**src/rtl/alu_issue_ctrl.sv**
```systemverilog
// rtl/alu_issue_ctrl.sv - RV32I arithmetic issue/collect front-end for a single-cycle ALU
module alu_issue_ctrl #(
  parameter int WIDTH = 32
) (
  input  logic             clk,
  input  logic             rst_n,
  input  logic             in_valid,
  output logic             in_ready,
  input  logic [31:0]      in_instr,
  input  logic [WIDTH-1:0] in_rs1,
  input  logic [WIDTH-1:0] in_rs2,
  output logic [WIDTH-1:0] alu_opA,
  output logic [WIDTH-1:0] alu_opB,
  output logic [4:0]       alu_opcode,
  input  logic [WIDTH-1:0] alu_result,
  input  logic             alu_zero,
  output logic             out_valid,
  input  logic             out_ready,
  output logic [WIDTH-1:0] out_result,
  output logic             out_zero,
  output logic             out_illegal
);

  localparam logic [4:0] OP_ADD = 5'b00000;
  localparam logic [4:0] OP_SUB = 5'b00001;
  localparam logic [4:0] OP_AND = 5'b00010;
  localparam logic [4:0] OP_OR  = 5'b00011;
  localparam logic [4:0] OP_XOR = 5'b00100;
  localparam logic [4:0] OP_SRL = 5'b00101;
  localparam logic [4:0] OP_SLL = 5'b00111;

  typedef enum logic [1:0] {
    ST_IDLE,
    ST_EXEC,
    ST_DONE
  } state_t;

  state_t           r_state;
  state_t           w_state_nxt;
  logic [WIDTH-1:0] r_opa;
  logic [WIDTH-1:0] r_opb;
  logic [4:0]       r_opcode;
  logic             r_illegal;
  logic [WIDTH-1:0] r_out_result;
  logic             r_out_zero;
  logic             r_out_illegal;
  logic             r_out_valid;

  logic             w_in_ready;
  logic             w_accept;
  logic             w_is_r;
  logic             w_is_i;
  logic [2:0]       w_funct3;
  logic [6:0]       w_funct7;
  logic [WIDTH-1:0] w_imm_s;
  logic [WIDTH-1:0] w_imm_sh;
  logic [WIDTH-1:0] w_b_raw;
  logic             w_ok;
  logic             w_shift;
  logic [4:0]       w_opc_dec;
  logic [WIDTH-1:0] w_opa;
  logic [WIDTH-1:0] w_opb;
  logic [4:0]       w_opc;
  logic             w_illegal;
  logic             w_unused_fields;

  // rd and rs1 register indices are resolved upstream; only the values arrive here
  assign w_unused_fields = ^{in_instr[19:15], in_instr[11:7]};

  assign w_is_r   = (in_instr[6:0] == 7'b0110011);
  assign w_is_i   = (in_instr[6:0] == 7'b0010011);
  assign w_funct3 = in_instr[14:12];
  assign w_funct7 = in_instr[31:25];
  assign w_imm_s  = {{(WIDTH-12){in_instr[31]}}, in_instr[31:20]};
  assign w_imm_sh = {{(WIDTH-5){1'b0}}, in_instr[24:20]};

  always_comb begin
    w_ok      = 1'b0;
    w_shift   = 1'b0;
    w_opc_dec = OP_ADD;
    w_b_raw   = w_is_i ? w_imm_s : in_rs2;
    case (w_funct3)
      3'b000: begin
        w_ok      = 1'b1;
        w_opc_dec = (w_is_r && in_instr[30]) ? OP_SUB : OP_ADD;
      end
      3'b100: begin
        w_ok      = 1'b1;
        w_opc_dec = OP_XOR;
      end
      3'b110: begin
        w_ok      = 1'b1;
        w_opc_dec = OP_OR;
      end
      3'b111: begin
        w_ok      = 1'b1;
        w_opc_dec = OP_AND;
      end
      3'b001: begin
        w_ok      = (w_funct7 == 7'b0000000);
        w_shift   = 1'b1;
        w_opc_dec = OP_SLL;
        w_b_raw   = w_is_i ? w_imm_sh : in_rs2;
      end
      3'b101: begin
        // SRA/SRAI (funct7=0100000) has no ALU encoding and is rejected here
        w_ok      = (w_funct7 == 7'b0000000);
        w_shift   = 1'b1;
        w_opc_dec = OP_SRL;
        w_b_raw   = w_is_i ? w_imm_sh : in_rs2;
      end
      default: w_ok = 1'b0;
    endcase
    w_ok = w_ok && (w_is_r || w_is_i);

    w_opa     = '0;
    w_opb     = '0;
    w_opc     = OP_ADD;
    w_illegal = 1'b1;
    if (w_ok) begin
      w_opa     = in_rs1;
      w_opb     = w_shift ? {{(WIDTH-5){1'b0}}, w_b_raw[4:0]} : w_b_raw;
      w_opc     = w_opc_dec;
      w_illegal = 1'b0;
    end
  end

  always_comb begin
    w_in_ready  = 1'b0;
    w_state_nxt = r_state;
    case (r_state)
      ST_IDLE: w_in_ready = 1'b1;
      ST_DONE: w_in_ready = out_ready;
      default: w_in_ready = 1'b0;
    endcase
    w_in_ready = w_in_ready && rst_n;
    w_accept   = in_valid && w_in_ready;
    case (r_state)
      ST_IDLE: if (w_accept) w_state_nxt = ST_EXEC;
      ST_EXEC: w_state_nxt = ST_DONE;
      ST_DONE: begin
        if (out_ready) w_state_nxt = w_accept ? ST_EXEC : ST_IDLE;
      end
      default: w_state_nxt = ST_IDLE;
    endcase
  end

  always_ff @(posedge clk or negedge rst_n) begin
    if (!rst_n) begin
      r_state       <= ST_IDLE;
      r_opa         <= '0;
      r_opb         <= '0;
      r_opcode      <= OP_ADD;
      r_illegal     <= 1'b0;
      r_out_result  <= '0;
      r_out_zero    <= 1'b0;
      r_out_illegal <= 1'b0;
      r_out_valid   <= 1'b0;
    end else begin
      r_state <= w_state_nxt;
      if (w_accept) begin
        r_opa     <= w_opa;
        r_opb     <= w_opb;
        r_opcode  <= w_opc;
        r_illegal <= w_illegal;
      end
      case (r_state)
        ST_EXEC: begin
          r_out_result  <= r_illegal ? '0 : alu_result;
          r_out_zero    <= r_illegal ? 1'b1 : alu_zero;
          r_out_illegal <= r_illegal;
          r_out_valid   <= 1'b1;
        end
        ST_DONE: if (out_ready) r_out_valid <= 1'b0;
        default: ;
      endcase
    end
  end

  assign in_ready    = w_in_ready;
  assign alu_opA     = r_opa;
  assign alu_opB     = r_opb;
  assign alu_opcode  = r_opcode;
  assign out_valid   = r_out_valid;
  assign out_result  = r_out_result;
  assign out_zero    = r_out_zero;
  assign out_illegal = r_out_illegal;

endmodule

```
**config.mk**
```make
export PLATFORM = sky130hd
export DESIGN_NAME = alu_issue_ctrl
export DESIGN_NICKNAME = d
export VERILOG_FILES = /design/src/rtl/alu_issue_ctrl.sv
export SDC_FILE = /design/constraint.sdc
export NUM_CORES = 1
export LEC_CHECK = 0
export ABC_AREA = 1
export CAP_MARGIN = 25
export CORE_MARGIN = 4
export CORE_UTILIZATION = 25
export DETAILED_ROUTE_END_ITERATION = 12
export MAX_ROUTING_LAYER = met4
export SYNTH_ARGS = -nofsm -noshare
export SYNTH_HDL_FRONTEND = slang
export SYNTH_SLANG_ARGS = --single-unit
export TNS_END_PERCENT = 30
```
**constraint.sdc**
```tcl
create_clock -name clk -period 1.3 [get_ports clk]
set_input_delay 0.26 -clock clk [delete_from_list [all_inputs] [get_ports clk]]
set_output_delay 0.26 -clock clk [all_outputs]
set_load 0.03 [all_outputs]
```
==> metrics <==
cells after synthesis=525; WL per Instance=16.5 um; # fillers=1,751; Via density=4.46; H-tree depth=3; Rows=49; routed via count=4,525; Initial Utilization=25.6%; Post-route DRC=0; kind of end point of the critical path=primary output; Yosys warning count=0; Switching Share=29.8%; GRT Overall Usage=14.7%; clock sinks=105; crit path setup slack, layout=-0.0959 ns; Final Wtd Congestion=0.782; Final Instance Area=8390 sq um; maximum clock frequency=0.716 GHz; Detailed Route WL=16,700 um; final slew viol count=0; Die H=144 um; commonest non-fill, non-tap cell in the layout=nand2_1; min Tclk post-route=1.40 ns; CTS max path bufs=2; Post-Syn Area=4630 sq um; Pwr Density=1050 nW/um^2; Yosys top cell area share=56.8%; DR iter-0 viols=188; Worst Hold Class=input pin to asynchronous set/reset pin; first-pass GRT wire length=23,400 um; Root Buffer Master=clkbuf_16; CTS clk-pin slew, worst paths=0.07 ns; number of nets in the layout=913; share of cells above drive strength 1=28.5%; clock power share=31.4%; Final Util=46.4%; TritonCTS clock tree=done; CORE AREA=18,100 sq um; ratio of final minimum period to clock period=107%; sequential share of the synthesized area=56.8%; CP Cell Sequence=clkdlybuf4s50_1 > inv_1 > nand2_2 > nand2_1 > inv_2 > buf_6; Post-synth EDFFs=0; reported net switching power=2.63 mW; Non-Filler Instances=1,014; TritonCTS Buffers=9; 1st-pass router iterations=4; WS Path Type=input pin to primary output; DP HPWL=11,000 um; IO Port Bufs=225; WHS=0.00227 ns; most frequent cells in the layout=186 x nand2_1, 106 x clkdlybuf4s50_1, 105 x dfrtp_1; top cells by area, synth=dfrtp_1 57%, nand2_1 16%, nand3_1 7.7%; ANT cells=0; DP Cell Count=979; Slew headroom=54.1%; Async S/R FF share, synth=100%; largest net degree at the start of global routing=56; Worst path max stage delay=0.48 ns; die area=20,700 sq um; total power=8.82 mW; initial antenna violation count=0; post-synthesis average cell area=8.81 sq um; failing checks=setup timing; Remaining Overflow, GRT=0; clk_lat worst skew=0.34 ns; chip width=144 um; IR drop worst, VDD=0.510 mV; CP max-delay cell=clkdlybuf4s50_1; Comb pwr share=26.6%; Reg power frac=42.0%; area of placed instances=7450 sq um; Worst setup SP type=input pin; Final Setup Violations=64; cts hold-fix bufs=0; RSZ-0062 raised after global routing=true; Max-Cap Viols=0; area growth from synthesis to layout=81.3%; worst clock skew=0.00634 ns; # IOs=238; CP Buf/Inv Count=4; FF+latch count, synth=105; top cell type by total area after synthesis=dfrtp_1; status=finished with violations; LEAKAGE=4.29 nW; TNS Setup=-1.91 ns; vias in the first global route=4,496; worst endpoint required time=1.04 ns; CP Max Fanout=3; worst slew pin tran=0.688 ns; Internal Power=6.19 mW; Post-DRT Antenna Nets=0; Top FF cell, synth=dfrtp_1; post-place setup slack=-0.528 ns; Netlist cell types=22; CP delay by family, top=buffers and inverters; Crit path arrival time=1.14 ns; Final Hold Violating Endpoints=0
## timing repair
action                     CTS  global route
pin swaps                    3            62
resized for setup           97            81
gates cloned                 0            12
buffers inserted             1             6
setup endpoints to repair  107           123
## registers in the layout, indices dropped and copies added (netlist names)
name         count
alu_opcode       3
out_valid        1
out_result      32
out_zero         1
r_illegal        1
r_state          2
out_illegal      1
alu_opB         32
alu_opA         32
## worst paths after layout
path                               from              to  slack (ns)  depth (start not counted)
min in group clk           in_instr[12]   alu_opcode[0]        0.29                          5
max in group asynchronous         rst_n      alu_opB[7]        0.67                          3
min                               rst_n  out_result[13]       0.002                          3
min reg2reg                 alu_opB[29]     alu_opB[29]        0.47                          2
max                           out_ready        in_ready        -0.1                          6
max reg2reg                  r_state[0]      alu_opB[7]       -0.07                          6
## kinds of logic (layout without fill, tap and decap cells)
group	after synthesis	in the layout	share of synthesized area [%]
AND/OR/NAND/NOR	295	295	26.9
buffers and inverters	69	328	7.19
AO/OA/AOI/OAI	55	55	9.00
other	1	2	0.0810
flip-flops	105	105	56.8
## synth_stat cells (6+ instances only)
| master | count |
|---|---|
| nand2_1 | 202 |
| o21bai_1 | 6 |
| dfrtp_1 | 105 |
| o21ai_0 | 8 |
| clkbuf_1 | 10 |
| nor2_1 | 15 |
| inv_1 | 33 |
| a22o_1 | 32 |
| buf_2 | 14 |
| nand3_1 | 71 |
## per-layer routing
layer / vias up / GRT usage (%) / wire (um)
met2: 181 / 22.7 / 7600
met4: 0 / 4.26 / 267
met3: 17 / 4.56 / 1310
met1: 2122 / 18.6 / 7520
met5: - / - / 0
li1: 2205 / - / -
## power by group through the flow
stage | Clock, mW | Sequential (mW) | Combinational (mW)
finish | 2.77 | 3.71 | 2.35
global route | 3.01 | 3.74 | 2.50
CTS | 2.87 | 3.71 | 2.23
detailed placement | 0 | 3.77 | 2.24
global placement | 0 | 3.77 | 2.23
floorplan | 0 | 4.28 | 0.487
## area by class of cell
cell class,instances,area (sq um),share of cell area (%)
timing repair buffer,277,3170,37.8
sequential,105,2630,31.3
multi-input combinational,352,1870,22.3
tap,229,287,3.42
clock buffer,12,236,2.82
inverter,35,144,1.72
clock inverter,4,51.3,0.611
## worst reg2reg max path: stages, from the launching register on
cell and delay (ns):
dfrtp_1 0.39, nor2_2 0.14, nand3_4 0.14, nor2_4 0.27
buf_12 0.15, nand3_1 0.07, o21bai_1 0.13
No activity file was read; power rests on OpenSTA's default activity.
